File: src/rtl/mem_port_arbiter_if.sv
// Bundles the cpu, debug and memory-side signals of the memory port arbiter.
// The slave modport is the arbiter; the master modport is the requesters plus the memory array.
interface mem_port_arbiter_if #(
  parameter int ADDR_W = 5,
  parameter int DATA_W = 8
);
  logic              cpu_req;
  logic              cpu_we;
  logic [ADDR_W-1:0] cpu_addr;
  logic [DATA_W-1:0] cpu_wdata;
  logic [DATA_W-1:0] cpu_rdata;
  logic              cpu_ack;

  logic              dbg_req;
  logic              dbg_we;
  logic [ADDR_W-1:0] dbg_addr;
  logic [DATA_W-1:0] dbg_wdata;
  logic [DATA_W-1:0] dbg_rdata;
  logic              dbg_ack;

  logic [ADDR_W-1:0] mem_addr;
  logic [DATA_W-1:0] mem_wdata;
  logic              mem_we;
  logic [DATA_W-1:0] mem_rdata;

  logic [1:0]        owner;

  modport slave (
    input  cpu_req, cpu_we, cpu_addr, cpu_wdata,
    output cpu_rdata, cpu_ack,
    input  dbg_req, dbg_we, dbg_addr, dbg_wdata,
    output dbg_rdata, dbg_ack,
    output mem_addr, mem_wdata, mem_we,
    input  mem_rdata,
    output owner
  );

  modport master (
    output cpu_req, cpu_we, cpu_addr, cpu_wdata,
    input  cpu_rdata, cpu_ack,
    output dbg_req, dbg_we, dbg_addr, dbg_wdata,
    input  dbg_rdata, dbg_ack,
    input  mem_addr, mem_wdata, mem_we,
    output mem_rdata,
    input  owner
  );
endinterface

File: src/rtl/mem_port_arbiter.sv
// Shares one single-port memory between the cpu and the debug/loader port,
// one serialised transaction at a time with a fixed access latency.
module mem_port_arbiter #(
  parameter int ADDR_W   = 5,
  parameter int DATA_W   = 8,
  parameter int MEM_LAT  = 1,
  parameter int CPU_PRIO = 0
) (
  input  logic               clk,
  input  logic               reset,
  mem_port_arbiter_if.slave  bus
);

  localparam int CNT_W = $clog2(MEM_LAT + 1);
  localparam logic [CNT_W-1:0] CNT_START = CNT_W'(MEM_LAT - 1);

  typedef enum logic [1:0] {IDLE, BUSY, DONE} state_t;

  state_t            state, state_nx;
  logic [CNT_W-1:0]  cnt;
  logic              last;
  logic [1:0]        owner;
  logic              cpu_ack, dbg_ack;
  logic [DATA_W-1:0] cpu_rdata, dbg_rdata;

  logic              we_l;
  logic [ADDR_W-1:0] addr_l;
  logic [DATA_W-1:0] wdata_l;

  logic              grant_cpu, grant_dbg, finish;

  always_ff @(posedge clk) begin
    if (reset) state <= IDLE;
    else       state <= state_nx;
  end

  // On a tie, last=1 means dbg was served most recently, so cpu goes next.
  always_comb begin
    state_nx  = state;
    grant_cpu = 1'b0;
    grant_dbg = 1'b0;
    finish    = 1'b0;
    case (state)
      IDLE: begin
        if (bus.cpu_req && bus.dbg_req) begin
          if (CPU_PRIO != 0 || last) grant_cpu = 1'b1;
          else                       grant_dbg = 1'b1;
        end else if (bus.cpu_req) begin
          grant_cpu = 1'b1;
        end else if (bus.dbg_req) begin
          grant_dbg = 1'b1;
        end
        if (grant_cpu || grant_dbg) state_nx = BUSY;
      end
      BUSY: begin
        if (cnt == '0) begin
          finish   = 1'b1;
          state_nx = DONE;
        end
      end
      DONE:    state_nx = IDLE;
      default: state_nx = IDLE;
    endcase
  end

  always_ff @(posedge clk) begin
    if (reset) begin
      cnt       <= '0;
      last      <= 1'b1;
      owner     <= 2'b00;
      cpu_ack   <= 1'b0;
      dbg_ack   <= 1'b0;
      cpu_rdata <= '0;
      dbg_rdata <= '0;
    end else begin
      cpu_ack <= finish && owner[0];
      dbg_ack <= finish && owner[1];
      if (grant_cpu || grant_dbg) begin
        cnt   <= CNT_START;
        owner <= grant_dbg ? 2'b10 : 2'b01;
      end else if (state == BUSY && cnt != '0) begin
        cnt <= cnt - 1'b1;
      end else if (state == DONE) begin
        owner <= 2'b00;
      end
      if (finish) begin
        last <= owner[1];
        if (!we_l) begin
          if (owner[1]) dbg_rdata <= bus.mem_rdata;
          else          cpu_rdata <= bus.mem_rdata;
        end
      end
    end
  end

  // Transaction fields are frozen at grant; later port activity cannot disturb them.
  always_ff @(posedge clk) begin
    if (grant_cpu) begin
      we_l    <= bus.cpu_we;
      addr_l  <= bus.cpu_addr;
      wdata_l <= bus.cpu_wdata;
    end else if (grant_dbg) begin
      we_l    <= bus.dbg_we;
      addr_l  <= bus.dbg_addr;
      wdata_l <= bus.dbg_wdata;
    end
  end

  assign bus.mem_addr  = (state == BUSY) ? addr_l  : '0;
  assign bus.mem_wdata = (state == BUSY) ? wdata_l : '0;
  assign bus.mem_we    = (state == BUSY) && (cnt == CNT_START) && we_l;

  assign bus.cpu_ack   = cpu_ack;
  assign bus.dbg_ack   = dbg_ack;
  assign bus.cpu_rdata = cpu_rdata;
  assign bus.dbg_rdata = dbg_rdata;
  assign bus.owner     = owner;

endmodule

File: src/flat_wrapper.sv
// flat-port wrapper written by rule: the top's interface ports become plain ports
module mem_port_arbiter_flat 
#(
  parameter int ADDR_W   = 5,
  parameter int DATA_W   = 8,
  parameter int MEM_LAT  = 1,
  parameter int CPU_PRIO = 0
)
  (clk, reset, bus_cpu_req, bus_cpu_we, bus_cpu_addr, bus_cpu_wdata, bus_cpu_rdata, bus_cpu_ack, bus_dbg_req, bus_dbg_we, bus_dbg_addr, bus_dbg_wdata, bus_dbg_rdata, bus_dbg_ack, bus_mem_addr, bus_mem_wdata, bus_mem_we, bus_mem_rdata, bus_owner);
  mem_port_arbiter_if #(.ADDR_W(ADDR_W), .DATA_W(DATA_W)) bus_i ();
  input  logic clk;
  input  logic reset;
  input wire logic [$bits(bus_i.cpu_req)-1:0] bus_cpu_req;
  input wire logic [$bits(bus_i.cpu_we)-1:0] bus_cpu_we;
  input wire logic [$bits(bus_i.cpu_addr)-1:0] bus_cpu_addr;
  input wire logic [$bits(bus_i.cpu_wdata)-1:0] bus_cpu_wdata;
  output wire logic [$bits(bus_i.cpu_rdata)-1:0] bus_cpu_rdata;
  output wire logic [$bits(bus_i.cpu_ack)-1:0] bus_cpu_ack;
  input wire logic [$bits(bus_i.dbg_req)-1:0] bus_dbg_req;
  input wire logic [$bits(bus_i.dbg_we)-1:0] bus_dbg_we;
  input wire logic [$bits(bus_i.dbg_addr)-1:0] bus_dbg_addr;
  input wire logic [$bits(bus_i.dbg_wdata)-1:0] bus_dbg_wdata;
  output wire logic [$bits(bus_i.dbg_rdata)-1:0] bus_dbg_rdata;
  output wire logic [$bits(bus_i.dbg_ack)-1:0] bus_dbg_ack;
  output wire logic [$bits(bus_i.mem_addr)-1:0] bus_mem_addr;
  output wire logic [$bits(bus_i.mem_wdata)-1:0] bus_mem_wdata;
  output wire logic [$bits(bus_i.mem_we)-1:0] bus_mem_we;
  input wire logic [$bits(bus_i.mem_rdata)-1:0] bus_mem_rdata;
  output wire logic [$bits(bus_i.owner)-1:0] bus_owner;
  assign bus_i.cpu_req = bus_cpu_req;
  assign bus_i.cpu_we = bus_cpu_we;
  assign bus_i.cpu_addr = bus_cpu_addr;
  assign bus_i.cpu_wdata = bus_cpu_wdata;
  assign bus_cpu_rdata = bus_i.cpu_rdata;
  assign bus_cpu_ack = bus_i.cpu_ack;
  assign bus_i.dbg_req = bus_dbg_req;
  assign bus_i.dbg_we = bus_dbg_we;
  assign bus_i.dbg_addr = bus_dbg_addr;
  assign bus_i.dbg_wdata = bus_dbg_wdata;
  assign bus_dbg_rdata = bus_i.dbg_rdata;
  assign bus_dbg_ack = bus_i.dbg_ack;
  assign bus_mem_addr = bus_i.mem_addr;
  assign bus_mem_wdata = bus_i.mem_wdata;
  assign bus_mem_we = bus_i.mem_we;
  assign bus_i.mem_rdata = bus_mem_rdata;
  assign bus_owner = bus_i.owner;
  mem_port_arbiter #(.ADDR_W(ADDR_W), .DATA_W(DATA_W), .MEM_LAT(MEM_LAT), .CPU_PRIO(CPU_PRIO)) u_core (.clk(clk), .reset(reset), .bus(bus_i));
endmodule
File: config.mk
export PLATFORM = sky130hd
export DESIGN_NAME = mem_port_arbiter_flat
export DESIGN_NICKNAME = d
export VERILOG_FILES = /design/src/rtl/mem_port_arbiter_if.sv /design/src/rtl/mem_port_arbiter.sv /design/src/flat_wrapper.sv
export SDC_FILE = /design/constraint.sdc
export NUM_CORES = 1
export LEC_CHECK = 0
export CORE_ASPECT_RATIO = 0.9
export CORE_MARGIN = 2
export CORE_UTILIZATION = 38
export DETAILED_ROUTE_END_ITERATION = 16
export GPL_ROUTABILITY_DRIVEN = 0
export PLACE_DENSITY = 0.76
export SKIP_CTS_REPAIR_TIMING = 1
export SYNTH_ARGS = -nofsm -noshare
export SYNTH_HDL_FRONTEND = slang
export SYNTH_SLANG_ARGS = --single-unit
File: constraint.sdc
create_clock -name clk -period 1.23 [get_ports clk]
set_input_delay 0.246 -clock clk [delete_from_list [all_inputs] [get_ports clk]]
set_output_delay 0.246 -clock clk [all_outputs]
set_load 0.1 [all_outputs]
==> results of run 1 <==
## cells in the mapped netlist (all sizes together)
library cell and number:
a21oi 4, edfxtp 14, and2b 1, mux2 14, and3 1, o211ai 1
nand2 2, nor3 1, nor3b 1, mux2i 16, nor4b 1, nor2b 4
inv 1, dfxtp 24, nor2 2, a211o 1, buf 4, and2 16
o21ai 2, nand3 2, nand3b 1, or2 1, clkbuf 4, and3b 1
nand2b 26
## kinds of logic after synthesis
logic type	after synthesis	share of synthesized area, %
buf+inv	9	2.93
flops	38	51.5
compound gates	8	2.65
simple gates	60	22.9
mux	30	20.1
## sequential cells by signal, indices dropped and copies added (netlist names)
register / count
u_core.bus.cpu_rdata: 8
u_core.bus.dbg_ack: 1
u_core.we_l: 1
u_core.last: 1
u_core.bus.cpu_ack: 1
u_core.bus.owner: 2
u_core.state: 2
u_core.bus.dbg_rdata: 8
u_core.wdata_l: 8
u_core.cnt: 1
u_core.addr_l: 5
## worst max-delay path: cells and delay by family, from the launching register on
kind                   cells  cell delay, ps
buffers and inverters      1             160
and+or+nand+nor            2             490
DFF                        1             380
## per-layer routing
| layer | GRT usage (%) | wire length, um | vias up |
|---|---|---|---|
| li1 | - | - | 675 |
| met1 | 19.9 | 1890 | 663 |
| met2 | 28.4 | 2530 | 34 |
| met3 | 5.01 | 180 | 7 |
| met4 | 4.61 | 59 | 0 |
| met5 | 0 | 0 | - |
## cell type report
class,instances,area (um^2)
Clock buffer,7,86.3
Clock inverter,1,5.00
Fill cell,290,1220
Inverter,1,8.76
Multi-Input combinational cell,100,892
Sequential cell,38,921
Tap cell,62,77.6
Timing Repair Buffer,87,1220
## how the worst max path moves through the flow
stage	slack [ps]	cells after the start	to
final	-350	3	bus_mem_wdata[7]
after global routing	-400	3	bus_mem_addr[2]
after CTS	-480	3	bus_mem_addr[1]
after detailed placement	-510	4	u_core.wdata_l[6]
after global placement	-450	4	u_core.wdata_l[7]
after floorplan	-110	4	bus_mem_addr[0]
## cell usage in the layout, fill, tap and decap left out, types with 2 or more instances in the layout
master           netlist  routed
nor2b_1                4       4
and2b_4                0       2
buf_12                 0      36
dfxtp_2                0      10
clkdlybuf4s50_1        0      37
edfxtp_1              14      14
dlymetal6s2s_1         0       2
nand2b_1              26      25
and2_1                16       2
dfxtp_1               24      12
a21oi_1                4       4
mux2_4                 9      10
dfxtp_4                0       2
nand2_1                2       2
clkbuf_8               0       6
nand3_4                1       2
buf_4                  0      11
mux2_2                 5       4
and2_4                 0      14
mux2i_1               16      16
## power by group
part	internal, mW	switching [mW]	total, mW
Clock	0.452	0.431	0.883
Combinational	0.582	0.664	1.25
Sequential	1.41	0.0588	1.47
Total	2.44	1.15	3.60
## per-stage QoR
stage	power, mW	util, %	instances
2_1_floorplan	2.18	-	145
3_3_place_gp	2.65	68.2	284
3_5_place_dp	2.66	68.2	284
4_1_cts	3.52	70.2	292
5_1_grt	3.71	72.5	296
6_report	3.60	72.5	296
==> run metrics, run 1 <==
status=finished, violations left; failing checks=negative setup slack; Leak Pwr=1.32 nW; crit path kind=flop to primary output; Area Growth Syn to Fin=83.6%; Tcrit/Tclk final=129%; leading area contributor after synthesis=dfxtp_1; Hold Vio Cnt, Final=0; initial antenna violation count=0; RSZ-0062 raised after global routing=yes; FF+latch count, synth=38; Net Count, Synth=185; Post-Synthesis Cells=145; share of layout cells above drive strength 1=47.0%; ANT cells=0; setup TNS=-6810 ps; RR Endpoint=u_core.wdata_l[0]; endpoints failing setup=42; clock slew at reported path FFs=roughly 70 ps; vias per cell=4.66; post-synthesis cell type count=29; Worst-Skew Late Latency=290 ps; total grt overflow=0; Pwr Density=between 1000 and 1500 mW/mm^2; routed wire length=around 4700 um; width of the die=roughly 76 um; fin crit period=1580 ps; DP HPWL=3070 um; clk buf depth=2; post-route ant nets=0; Core Area=0.00443 mm^2; # rows=23; worst slew pin tran=326 ps; H-tree depth=2; ranking of synthesized cells by area=dfxtp_1 27%, edfxtp_1 24%, nand2b_1 9.3%; via count=~1400; vias in the first global route=1313; # DRC=0; Initial DRC Count=45; crit path max fanout=7; Final Net Count=273; Hold Path Sink=u_core.bus.cpu_rdata[6]; flop-to-flop setup slack=-140 ps; RR Startpoint=u_core.state[1]; All-Layer GR Usage=16.5%; CP max stage delay=380 ps; final setup margin=-354 ps; largest net degree at the start of global routing=31; hold path depth=2; Placement Setup Slack=-513 ps; Die Y=68.4 um; crit path DAT=~1300 ps; f_max=0.631 GHz; CP max-delay cell=dfxtp_4; crit end category=primary output; hold_sp=u_core.bus.cpu_rdata[6]; Mean Syn Cell Area=12.1 um^2; Synth Cell Area=0.00175 mm^2; Starting Density=39.5%; VDD IR-drop max=0.000778 V; post-placement cell area=slightly above 0.003 mm^2; Startpoint Class=flop; final setup skew=6.38 ps; clock sink count=38; Fin Hold WS=497 ps; Required @ worst endpoint=just under 1000 ps; IO Pins=74; DRT Pass-1 Iters=4; MaxCap Viol Count=0; CTS Buf Count=5; IO Port Bufs=between 70 and 80; routed len/inst=15.7 um; worst-path cell chain=and2b_4 -> and2_4 -> buf_12; post-synthesis sequential area ratio=51.5%; root buf cell=clkbuf_8; Slew Limit Fails=0; DIE AREA=0.00517 mm^2; Reg2Reg Depth=3; Slew HR=78.2%; CTS tree=done; global-route wire length before repair=6200 um; Hold WC Path Type=flop to flop; Critical Path Start=u_core.state[1]; share of the synthesized area in the top cell type=between 20% and 30%; Ys Warns=0; post-route cell area=0.00321 mm^2
(Power assumes the default switching activity.)
==> inputs of run 2 (changes only) <==
ABC_CLOCK_PERIOD_IN_PS = 1230   (was not set)
CAP_MARGIN = 30   (was not set)
==> results of run 2 <==
Final layout, timing and power as in run 1 (identical DEF).
==> inputs of run 3 (changes only) <==
GPL_ROUTABILITY_DRIVEN = not set   (was 0)
SLEW_MARGIN = 5   (was not set)
==> results of run 3 <==
Final layout, timing and power as in run 1 (identical DEF).
==> RTL change 1: new RTL, config.mk and constraints of run 1 <==
Reset style: asynchronous (`reset`), changed in 2 clocked blocks.
--- a/src/rtl/mem_port_arbiter.sv
+++ b/src/rtl/mem_port_arbiter.sv
@@ -29,7 +29,7 @@
 
   logic              grant_cpu, grant_dbg, finish;
 
-  always_ff @(posedge clk) begin
+  always_ff @(posedge clk or posedge reset) begin
     if (reset) state <= IDLE;
     else       state <= state_nx;
   end
@@ -63,7 +63,7 @@
     endcase
   end
 
-  always_ff @(posedge clk) begin
+  always_ff @(posedge clk or posedge reset) begin
     if (reset) begin
       cnt       <= '0;
       last      <= 1'b1;
Check against the original RTL: differs if reset is asserted again (counterexample within 4 cycles, from zero or initial values and one cycle with reset high); with reset held inactive, the same outputs for 10 cycles.
==> RTL change 1 against run 1 <==
- the flow still finishes with violations (negative setup slack)
- routed wire length is 7.0% lower
- final area is 0.54% lower
- setup slack worse by 61 ps
- sequential cell count stayed put
- synthesized area is 4.2% lower
- synthesized cell count is 23% lower
- critical endpoint is now bus_mem_we
Power is not shown: default switching activity piles up to over one toggle a cycle in this logic, so the estimate is an artifact.
==> RTL change 1: results (changes against run 1) <==
INFO  metric leading_cell_types_by_total_area_after_synthesis = sky130_fd_sc_hd__dfrtp_1, sky130_fd_sc_hd__edfxtp_1, sky130_fd_sc_hd__mux2_2 (was sky130_fd_sc_hd__dfxtp_1, sky130_fd_sc_hd__edfxtp_1, sky130_fd_sc_hd__nand2b_1)
INFO  metric grt.total_usage = 17.67% (was 16.48%)
INFO  metric drive_gt1_share = 56.86% (was 47.01%)
INFO  metric synth_common_cells = sky130_fd_sc_hd__mux2_2, sky130_fd_sc_hd__dfrtp_1, sky130_fd_sc_hd__edfxtp_1 (was sky130_fd_sc_hd__nand2b_1, sky130_fd_sc_hd__dfxtp_1, sky130_fd_sc_hd__and2_1, sky130_fd_sc_hd__mux2i_1, sky130_fd_sc_hd__edfxtp_1)
INFO  metric outcome = finished with violations (unchanged)
INFO  metric nFillCells = 243 (was 290)
INFO  metric cts-root-to-sink-buffers = 2 (unchanged)
INFO  metric post-route-min-period = 1645 ps (was 1584 ps)
INFO  metric critPathMaxFanout = 4 (was 7)
INFO  metric biggest_regs = u_core.bus.cpu_rdata x8, u_core.bus.dbg_rdata x8, u_core.wdata_l x8 (unchanged)
INFO  metric worst_slew_margin_rel = 79.83% (was 78.24%)
INFO  metric instance_count_of_the_mapped_netlist = 112 (was 145)
INFO  metric setup-violations-final = 61 (was 42)
INFO  metric crit_arrival = 1400 ps (was 1340 ps)
INFO  metric final.setup_skew = 5.682 ps (was 6.385 ps)
INFO  metric drt-initial-drc-count = 49 (was 45)
INFO  metric failed_checks = negative setup slack (unchanged)
INFO  metric postSynthNetCount = 152 (was 185)
INFO  metric cts.htree.levels = 2 (unchanged)
INFO  metric hp-class = input port to async pin (was register to register)
INFO  metric clockRootBuffer = sky130_fd_sc_hd__clkbuf_8 (unchanged)
INFO  metric numPortBuffers = 73 (unchanged)
INFO  metric grt_max_degree = 25 (was 31)
INFO  metric synth-seq-area-share = 60.97% (was 51.47%)
INFO  metric routed_wl = 4332 um (was 4656 um)
INFO  metric clkSlewWorstSetupHoldPaths = 70 ps (about the same)
INFO  metric r2r_cells = 4 (was 3)
INFO  metric finalWorstSetupSlack = -415.2 ps (was -353.8 ps)
INFO  metric design.final.nets = 243 (was 273)
INFO  metric synth.distinct_cells = 22 (was 29)
INFO  metric synthesis.yosys.warnings = 0 (unchanged)
INFO  metric ys_async_sr_fraction = 63.16% (was 0%)
INFO  metric num_antenna_cells = 0 (unchanged)
INFO  metric via_count_of_the_first_global_routing_pass = 1,299 (was 1,313)
INFO  metric detailroute.via_count = 1,224 (was 1,379)
INFO  metric setup.reg_to_reg.worst_slack = -320 ps (was -140 ps)
INFO  metric routedWlPerCell = 16.41 um (was 15.73 um)
INFO  metric detailedPlacementHpwl = 3261 um (was 3073 um)
INFO  metric synth_edf_count = 14 (unchanged)
INFO  metric numPlacedInstances = 253 (was 284)
INFO  metric synthFlopType = sky130_fd_sc_hd__dfrtp_1 (was sky130_fd_sc_hd__dfxtp_1)
INFO  metric grt_first_pass_wirelength = 6410 um (was 6203 um)
## RTL change 1: cell types whose count changed in the layout (fill, tap and decap cells not counted), moves of 4 or more
cell                       change
sky130_fd_sc_hd__and2_4       -13
sky130_fd_sc_hd__nand2b_1     -24
sky130_fd_sc_hd__mux2_2       +10
sky130_fd_sc_hd__and3_4       +13
sky130_fd_sc_hd__dfxtp_1      -12
sky130_fd_sc_hd__a21oi_1       -4
sky130_fd_sc_hd__dfxtp_2      -10
sky130_fd_sc_hd__mux2i_1      -16
sky130_fd_sc_hd__dfrtp_2       +4
sky130_fd_sc_hd__mux2_4        +7
sky130_fd_sc_hd__dfrtp_1      +18
sky130_fd_sc_hd__nor2b_1       -4
## RTL change 1: metrics by stage
step	hold slack, ps	cell area, um^2	setup WS [ps]	setup TNS (ps)
after floorplan	259.7	1790	-266.7	-7427
after global placement	546.2	3019	-397.0	-14940
after detailed placement	555.4	3019	-419.9	-16440
after CTS	285.1	3109	-503.9	-16510
after global routing	334.9	3197	-496.1	-16850
final	296.5	3197	-415.2	-13190
## RTL change 1: worst paths after layout
kind / startpoint / end
worst max register to register: u_core.state[1] / u_core.wdata_l[1]
worst min-delay path: reset / u_core.bus.cpu_rdata[6]
worst max-delay path: u_core.state[1] / bus_mem_we
worst min register to register: u_core.bus.owner[0] / u_core.bus.cpu_ack
min in group clk: u_core.bus.owner[0] / u_core.bus.cpu_ack
max in group asynchronous: reset / u_core.last
## RTL change 1: cell type report
class                   instances  area share [%]
inverters                       4          0.8611
multi-input cells              66           23.17
repair buffers                 88           38.55
well taps                      60           2.348
clock buffers                   8           2.818
flip-flops and latches         38           32.25
## RTL change 1: critical path, cell delays in order, from the launching register on
cell                      delay (ps)
sky130_fd_sc_hd__dfrtp_2         440
sky130_fd_sc_hd__nor3b_4         240
sky130_fd_sc_hd__buf_6           140
sky130_fd_sc_hd__and2_4          140
sky130_fd_sc_hd__buf_12          160
## RTL change 1: layer usage
metal | track usage, % | vias to the layer above | share of wire [%]
li1 | - | 588 | -
met2 | 29.80 | 35 | 55
met3 | 3.631 | 4 | 4.4
met1 | 22.15 | 597 | 39
met4 | 6.818 | 0 | 0.88
met5 | 0 | - | 0
## RTL change 1: kinds of logic (layout without fill, tap and decap cells)
kind of cell	Yosys count	after routing	share of synthesized area [%]
AOI/OAI and AO/OA	6	7	2.314
and+or+nand+nor	28	28	12.54
muxes	31	31	20.82
DFF	38	38	60.97
buffers and inverters	9	100	3.358
==> RTL change 2: new RTL, config.mk and constraints of run 1 <==
Without the edit above. `ADDR_W` is set to 5 in 3 places; all go to 6.
--- a/src/rtl/mem_port_arbiter_if.sv
+++ b/src/rtl/mem_port_arbiter_if.sv
@@ -1,7 +1,7 @@
 // Bundles the cpu, debug and memory-side signals of the memory port arbiter.
 // The slave modport is the arbiter; the master modport is the requesters plus the memory array.
 interface mem_port_arbiter_if #(
-  parameter int ADDR_W = 5,
+  parameter int ADDR_W = 6,
   parameter int DATA_W = 8
 );
   logic              cpu_req;
--- a/src/rtl/mem_port_arbiter.sv
+++ b/src/rtl/mem_port_arbiter.sv
@@ -1,7 +1,7 @@
 // Shares one single-port memory between the cpu and the debug/loader port,
 // one serialised transaction at a time with a fixed access latency.
 module mem_port_arbiter #(
-  parameter int ADDR_W   = 5,
+  parameter int ADDR_W   = 6,
   parameter int DATA_W   = 8,
   parameter int MEM_LAT  = 1,
   parameter int CPU_PRIO = 0
--- a/src/flat_wrapper.sv
+++ b/src/flat_wrapper.sv
@@ -1,7 +1,7 @@
 // flat-port wrapper written by rule: the top's interface ports become plain ports
 module mem_port_arbiter_flat 
 #(
-  parameter int ADDR_W   = 5,
+  parameter int ADDR_W   = 6,
   parameter int DATA_W   = 8,
   parameter int MEM_LAT  = 1,
   parameter int CPU_PRIO = 0
Interface: changed (resized bus_cpu_addr, bus_dbg_addr and bus_mem_addr); port bits go from 74 to 77. No check against the original RTL was run, so the function may have changed too.
==> RTL change 2 against run 1 <==
- the flow still finishes with violations (negative setup slack)
- core utilization is 1.6 points higher
- synthesized area up 1.9%
- fmax rose by 0.19%
- routed wire length decreased by 9.9%
- largest cell class unchanged
- die area is 1.8% higher
- critical path type unchanged
- clock power up 25%
- power grew 7.3%
- final area is 3.5% higher
- cell count rose by 3.4%
- sequential share of layout area decreased by 0.078 points
- synthesized cell count increased by 1.4%
- sequential cell count is 1 higher
- setup slack improved by 3.0 ps
- clock skew down 2.6 ps
==> RTL change 2: results (changes against run 1) <==
INFO  metric finalWorstSetupSlack = -350.8 ps (was -353.8 ps)
INFO  metric outcome = finished with violations (unchanged)
INFO  metric hp-class = input port to register (was register to register)
INFO  metric postSynthNetCount = 189 (was 185)
INFO  metric final.setup_skew = 3.805 ps (was 6.385 ps)
INFO  metric critPathMaxFanout = 8 (was 7)
INFO  metric worstMarginPinSlew = 292.4 ps (was 325.9 ps)
INFO  metric detailedPlacementHpwl = 3254 um (was 3073 um)
INFO  metric power.internal = 0.002691 W (was 0.002443 W)
INFO  metric failed_checks = negative setup slack (unchanged)
INFO  metric cp-endpoint = bus_mem_wdata[0] (was bus_mem_wdata[7])
INFO  metric viasPerCell = 4.614 (was 4.659)
INFO  metric routed_wl = 4196 um (was 4656 um)
INFO  metric drive_gt1_share = 47.54% (was 47.01%)
INFO  metric crit-reg2reg-capture = u_core.wdata_l[3] (was u_core.wdata_l[0])
INFO  metric via_count_of_the_first_global_routing_pass = 1,372 (was 1,313)
INFO  metric nonClkBufAreaFrac = 38.61% (was 38.07%)
INFO  metric multi_input_logic_portion_of_the_cell_area = 26.58% (was 27.75%)
INFO  metric grt_first_pass_wirelength = 6672 um (was 6203 um)
INFO  metric worst_ir_drop_vdd = 0.6630 mV (was 0.7780 mV)
INFO  metric power.leakage = 1.367 nW (was 1.324 nW)
INFO  metric design.final.nets = 285 (was 273)
INFO  metric synth_edf_count = 15 (was 14)
INFO  metric wl_met3 = 363 um (was 180 um)
INFO  metric fraction_of_the_mapped_netlist_area_in_compound_gates = 2.596% (was 2.645%)
INFO  metric setup-violations-final = 40 (was 42)
INFO  metric synth.mux.area_fraction = 20.35% (was 20.09%)
INFO  metric setup.reg_to_reg.worst_slack = -100 ps (was -140 ps)
## RTL change 2: metrics by stage
stage / hold WS, ps / setup slack (ps) / instance area [um^2] / power (W) / instances
after floorplan: 414.4 / -125.3 / 1856 / 0.002248 / 147
after global placement: 482.1 / -415.9 / 3149 / 0.002749 / 296
after detailed placement: 487.4 / -448.3 / 3149 / 0.002769 / 296
after CTS: 500.6 / -459.8 / 3276 / 0.003866 / 304
after global routing: 435.7 / -391.6 / 3328 / 0.003998 / 306
final: 418.8 / -350.8 / 3328 / 0.003857 / 306
## RTL change 2: metal layers
layer	up-vias	GRT usage, %
li1	699	-
met1	640	20.58
met2	64	26.88
met3	9	5.990
met4	0	6.136
met5	-	0
## RTL change 2: critical path, cell delays in order (launching register included)
cell and delay [ps]:
sky130_fd_sc_hd__dfxtp_4 380, sky130_fd_sc_hd__and2b_4 320, sky130_fd_sc_hd__and2_4 180, sky130_fd_sc_hd__buf_12 170
